==> src/rtl/ctrl_seq.sv <==
// Accumulator-CPU sequencer: FETCH/DECODE/EXEC, 3 cycles per instruction with zero-wait memory.
// Memory backpressure via mem_ready stretches FETCH/EXEC; WAIT_MAX stalled cycles land in sticky ERR.
module ctrl_seq #(
    parameter int WAIT_MAX = 15,
    parameter int CW       = 4
) (
    input  logic       clk,
    input  logic       clr,
    input  logic [3:0] opcode,
    input  logic       acc_zero,
    input  logic       acc_neg,
    input  logic       mem_ready,
    output logic [1:0] pcc,
    output logic       ir_ld,
    output logic       acc_ld,
    output logic [2:0] alu_op,
    output logic       addr_sel,
    output logic       mem_rd,
    output logic       mem_wr,
    output logic       halt,
    output logic       err,
    output logic [2:0] state
);

    typedef enum logic [2:0] {
        S_FETCH  = 3'd0,
        S_DECODE = 3'd1,
        S_EXEC   = 3'd2,
        S_HALT   = 3'd3,
        S_ERR    = 3'd4
    } state_t;

    localparam logic [1:0] PC_HOLD = 2'd0;
    localparam logic [1:0] PC_LOAD = 2'd1;
    localparam logic [1:0] PC_INC  = 2'd2;
    localparam logic [1:0] PC_SKIP = 2'd3;

    // Last wait count that is still tolerated; one more stalled cycle times out.
    localparam logic [CW-1:0] WAIT_LAST = CW'(WAIT_MAX - 1);

    state_t        state_q, state_d;
    logic [CW-1:0] wait_q, wait_d;
    logic          mem_op, sta_op;

    logic [1:0] pcc_c;
    logic       ir_ld_c, acc_ld_c, addr_sel_c, mem_rd_c, mem_wr_c, halt_c, err_c;
    logic [2:0] alu_op_c;

    always_comb begin
        mem_op = opcode inside {4'h1, 4'h3, 4'h4, 4'h5, 4'h6};
        sta_op = (opcode == 4'h2);
    end

    always_ff @(posedge clk or negedge clr) begin
        if (!clr) begin
            state_q <= S_FETCH;
            wait_q  <= '0;
        end else begin
            state_q <= state_d;
            wait_q  <= wait_d;
        end
    end

    always_comb begin
        state_d = state_q;
        wait_d  = '0;
        case (state_q)
            S_FETCH: begin
                if (mem_ready)               state_d = S_DECODE;
                else if (wait_q == WAIT_LAST) state_d = S_ERR;
                else                         wait_d  = wait_q + 1'b1;
            end
            S_DECODE: state_d = (opcode == 4'hF) ? S_HALT : S_EXEC;
            S_EXEC: begin
                if (mem_op || sta_op) begin
                    if (mem_ready)               state_d = S_FETCH;
                    else if (wait_q == WAIT_LAST) state_d = S_ERR;
                    else                         wait_d  = wait_q + 1'b1;
                end else begin
                    state_d = S_FETCH;
                end
            end
            S_HALT:  state_d = S_HALT;
            S_ERR:   state_d = S_ERR;
            default: state_d = S_FETCH;
        endcase
    end

    always_comb begin
        pcc_c      = PC_HOLD;
        ir_ld_c    = 1'b0;
        acc_ld_c   = 1'b0;
        alu_op_c   = 3'd0;
        addr_sel_c = 1'b0;
        mem_rd_c   = 1'b0;
        mem_wr_c   = 1'b0;
        halt_c     = 1'b0;
        err_c      = 1'b0;
        case (state_q)
            S_FETCH: begin
                mem_rd_c = 1'b1;
                ir_ld_c  = mem_ready;
            end
            S_EXEC: begin
                case (opcode)
                    4'h1, 4'h3, 4'h4, 4'h5, 4'h6: begin
                        mem_rd_c   = 1'b1;
                        addr_sel_c = 1'b1;
                        if (mem_ready) begin
                            acc_ld_c = 1'b1;
                            pcc_c    = PC_INC;
                            case (opcode)
                                4'h3:    alu_op_c = 3'd1;
                                4'h4:    alu_op_c = 3'd2;
                                4'h5:    alu_op_c = 3'd3;
                                4'h6:    alu_op_c = 3'd4;
                                default: alu_op_c = 3'd0;
                            endcase
                        end
                    end
                    4'h2: begin
                        mem_wr_c   = 1'b1;
                        addr_sel_c = 1'b1;
                        if (mem_ready) pcc_c = PC_INC;
                    end
                    4'h7: begin
                        acc_ld_c = 1'b1;
                        alu_op_c = 3'd5;
                        pcc_c    = PC_INC;
                    end
                    4'h8:    pcc_c = PC_LOAD;
                    4'h9:    pcc_c = acc_zero ? PC_LOAD : PC_INC;
                    4'hA:    pcc_c = acc_neg  ? PC_LOAD : PC_INC;
                    4'hB:    pcc_c = acc_zero ? PC_SKIP : PC_INC;
                    default: pcc_c = PC_INC;
                endcase
            end
            S_HALT:  halt_c = 1'b1;
            S_ERR:   err_c  = 1'b1;
            default: ;
        endcase
    end

    // Outputs are held low for the whole time reset is asserted, not just until the next edge.
    always_comb begin
        pcc      = clr ? pcc_c      : PC_HOLD;
        ir_ld    = clr & ir_ld_c;
        acc_ld   = clr & acc_ld_c;
        alu_op   = clr ? alu_op_c   : 3'd0;
        addr_sel = clr & addr_sel_c;
        mem_rd   = clr & mem_rd_c;
        mem_wr   = clr & mem_wr_c;
        halt     = clr & halt_c;
        err      = clr & err_c;
        state    = clr ? state_q    : S_FETCH;
    end

endmodule

==> config.mk <==
export PLATFORM = sky130hd
export DESIGN_NAME = ctrl_seq
export DESIGN_NICKNAME = d
export VERILOG_FILES = /design/src/rtl/ctrl_seq.sv
export SDC_FILE = /design/constraint.sdc
export NUM_CORES = 1
export LEC_CHECK = 0
export BUFFER_PORTS_ARGS = -buffer_cell sky130_fd_sc_hd__buf_2
export CAP_MARGIN = 10
export CORE_MARGIN = 2
export CORE_UTILIZATION = 42
export DETAILED_ROUTE_END_ITERATION = 6
export PLACE_DENSITY = 0.73
export SLEW_MARGIN = 20
export SYNTH_ARGS = -nofsm -noshare
export SYNTH_HDL_FRONTEND = slang
export SYNTH_SLANG_ARGS = --single-unit
==> constraint.sdc <==
create_clock -name clk -period 1.35 [get_ports clk]
set_input_delay 0.27 -clock clk [delete_from_list [all_inputs] [get_ports clk]]
set_output_delay 0.27 -clock clk [all_outputs]
set_load 0.01 [all_outputs]
# Yosys cells after proc, flatten, opt, wreduce, memory -nomap -nowiden
# Index checks and enable logic that the tools add are counted.
# op_classes
mux	35
n_eq_ne	17
add_sub_neg	1
n_bitwise	7
reduce_logical	5
# ops
op	count
equality test 4 bit (second input constant)	6
two-way mux 3 bit	8
equality test 4 x 3 -> 1 bit (second input constant)	4
case mux 3 bit (5 select lines)	1
two-way mux 1 bit	12
two-way mux 4 bit	3
case mux 3 bit (4 select lines)	1
two-way mux 2 bit	5
case mux 2 bit (5 select lines)	1
equality test 4 x 2 -> 1 bit (second input constant)	2
case mux 4 bit (2 select lines)	1
bitwise AND 1 bit	7
equality test 3 x 2 -> 1 bit (second input constant)	2
case mux 3 bit (2 select lines)	1
OR reduction 6 bit	1
nonzero test 5 bit	1
OR reduction 5 bit	1
adder 4 x 1 -> 4 bit (second input constant)	1
equality test 4 x 1 -> 1 bit (second input constant)	1
case mux 1 bit (2 select lines)	2
equality test 3 x 1 -> 1 bit (second input constant)	1
equality test 3 bit (second input constant)	1
zero test 3 bit	1
logical OR 1 bit	1
# totals
word_cells	67
ff_bits	7
in_bits	9

# Longest topological paths before layout
# depth
word_depth	6
depth_mapped	5

# Worst setup path after synthesis
# Ideal clock, no wire load.
# synth_path
path_type	flip-flop to output port
from	register state_q[0]
to	output port mem_wr
slack_ns	-0.134
arrival_time_ns	1.214
stages_incl_launch_ff	5
cell_sequence	dfrtp_1 > buf_2 > nand4bb_4 > or2_4 > nor4b_4
# synth_via
elab_chain_cells	3
# synth_rtl
item	line_no	rtl
from (decl)	41	state_t state_q, state_d;
from (signal assigned)	59	state_q <= state_d;
equality test 3 x 2 -> 1 bit	99	case (state_q)
two-way mux 1 bit	99	
bitwise AND 1 bit	152	mem_wr = clr & mem_wr_c;
to (decl)	19	output logic mem_wr,
# No other way between the ends.

# Final worst setup path
# layout_path
from	register state_q[2]
to	output port alu_op[1]
# layout_via
elab_chain_cells	3
# layout_rtl
item	line_no	rtl
equality test 3 x 2 -> 1 bit	99	
two-way mux 3 bit	99	
two-way mux 3 bit	149	alu_op = clr ? alu_op_c : 3'd0;
to (decl)	16	output logic [2:0] alu_op,
# No other way between the ends.

==> flow_summary.ini <==
[global_route]
grt_use_met1_pct = 28.3
overflow = 0
use_met3_pct = 5.53
busiest_layer = met2
grt_pass1_wl_um = 2960
grt_use_met2_pct = 33.0
grt_pass1_vias = 668
antenna_found_initial = 0
grt_max_degree = 9
grt_usage_pct = 20.9

[layout]
n_antenna_cell = 0
layout_common_cells = buf_2 (21), buf_4 (19), dfrtp_1 (7), nor2_1 (6), buf_6 (5)
syn_to_final_growth_pct = 65.5
fillers = 99
nNetsFinal = 128
final_cells = 131
drive_gt1_share_pct = 59.5
fin_area_um2 = 1040
final_common_cell = buf_2
finish.utilization_pct = 77.0

[synthesis]
syn-num-nets = 80
synth_ff_type = dfrtp_1
synth_edf_count = 0
syn_area_per_cell_um2 = 9.10
synth_cell_types = 38
syn-cell-area_um2 = 628
ys_ff_latch = 7
ys_seq_area_share_pct = 27.9
yosysWarnings = 0
synthArstFlopShare_pct = 100
synthCells = 69

[job]
max-cap-violations = 0

[cts]
numCtsBuffers = 3
clk_pin_slew_worst_paths_ns = 0.05
cts_root_buffer = clkbuf_4
clock-sinks = 7
clock_latency_ns = 0.25
htreeDepth = 1
clock_path_buffers = 2
tritoncts = built

[sta]
hold_violations = 0
fin_skew_ns = 0.00614
rsz0062_at_grt = yes
slew_viol_final = 0
finalCritPeriodShare_pct = 131
worst_pin_slew_ns = 0.392
fin_ws_ns = -0.425
max_slew_margin_pct = 73.8
setup-violations-final = 16
min_period_ns = 1.77
fmax_ghz = 0.564

[floorplan]
core-area_um2 = 1350
die_h_um = 42.7
start_util_pct = 46.5
fp.dieW_um = 42.7
rows = 13
dieArea_um2 = 1820
pin_count = 24

[power_and_ir_drop]
total_power_mw = 1.29
leakage_nw = 0.478
ir_worst_vdd_mv = 1.22
p_per_area_nw_per_um2 = 1240

[place]
dp_cells = 120
port_buffers = 23
place_area_um2 = 870
dpl.hpwl_um = 1270
post-place-ws_ns = -0.145
globalplace.congestion = 0.797

[critical_path]
cp.required_ns = 1.08
cp_max_fo = 5
path_class = flip-flop to output pin
crit_path_start_kind = flip-flop
end_kind = output pin
arrival_ns = 1.50

[drt]
drc_errors = 0
drt-total-wl_um = 1800
vias_per_cell = 5.32
postRouteAntennaNets = 0
drtIter0Drc = 10
wl_per_cell_um = 13.7
drtPass1Iterations = 4
dr_total_vias = 697

[status]
status = complete, but fails checks
violations = setup timing

[min_path]
hold_path_class = primary input to flip-flop
==> worst max-delay path: stages (launching register included) <==
cell and delay (ns):
dfrtp_1 0.38, nand4bb_4 0.22, or2_4 0.27, buf_4 0.15
nor3_4 0.09, buf_2 0.14
==> layer usage <==
metal / wire (um) / vias up
met5: 0 / -
met4: 0 / 0
met3: 105 / 0
met2: 850 / 28
met1: 844 / 324
li1: - / 345
==> worst paths after layout <==
| path | end | slack, ns | from | cells past startpoint |
|---|---|---|---|---|
| max in group asynchronous | wait_q[3] | 0.61 | clr | 3 |
| worst min-delay path | state_q[0] | 0.41 | mem_ready | 3 |
| min in group asynchronous | state_q[1] | 0.57 | clr | 3 |
| worst max-delay path | alu_op[1] | -0.42 | state_q[2] | 5 |
| worst max register to register | wait_q[1] | -0.08 | state_q[1] | 5 |
| worst min register to register | wait_q[0] | 0.53 | wait_q[0] | 2 |
==> where the power goes <==
group          internal (mW)  total (mW)  switching, mW
Clock                  0.113       0.185         0.0725
Combinational          0.433       0.812          0.380
Sequential             0.254       0.294         0.0395
Total                  0.799        1.29          0.492
==> state kept, by name, summed over array words and instances, names as in the netlist <==
signal,cells
state_q,3
wait_q,4
==> cell usage after synthesis (2+ instances only) <==
cell type  instances  area [um2]
a21oi_1            3        15.0
a31oi_1            2        12.5
a41oi_1            2        17.5
and2_1             2        12.5
buf_2              2        10.0
dfrtp_1            7         175
ha_1               2        25.0
inv_1              4        15.0
nand2_1            4        15.0
nand3_1            2        10.0
nor2_1            10        37.5
nor3_1             2        10.0
nor3b_1            2        15.0
==> logic make-up after synthesis <==
kind of cell,count (synthesis),synth area share [%]
simple gates,34,36.7
compound gates,15,20.1
buf+inv,8,6.97
flops,7,27.9
fa+ha+maj,3,5.58
xor+xnor,2,2.79
==> repair_timing <==
| action | CTS | global route |
|---|---|---|
| hold buffers | 2 | 0 |
| pin swaps | 4 | 1 |
| resized for setup | 12 | 9 |
| buffers inserted | 2 | 4 |
| endpoints found under the hold margin | 4 | 0 |
| setup endpoints to repair | 17 | 21 |
==> through the flow <==
stage	TNS, ns	hold slack (ns)
finish	-3.46	0.410
global route	-4.58	0.410
CTS	-3.24	0.397
detailed placement	-0.971	0.259
global placement	-0.720	0.244
floorplan	-0.434	-0.0256
==> final cells by class <==
| class | instances | area [um2] | share of cell area (%) |
|---|---|---|---|
| multi-input combinational | 54 | 480 | 46.2 |
| timing repair buffer | 47 | 324 | 31.2 |
| sequential | 7 | 175 | 16.8 |
| clock buffer | 4 | 26.3 | 2.53 |
| tap | 15 | 18.8 | 1.81 |
| inverter | 4 | 15.0 | 1.44 |
Note: power is estimated with default switching activity, not from simulation.
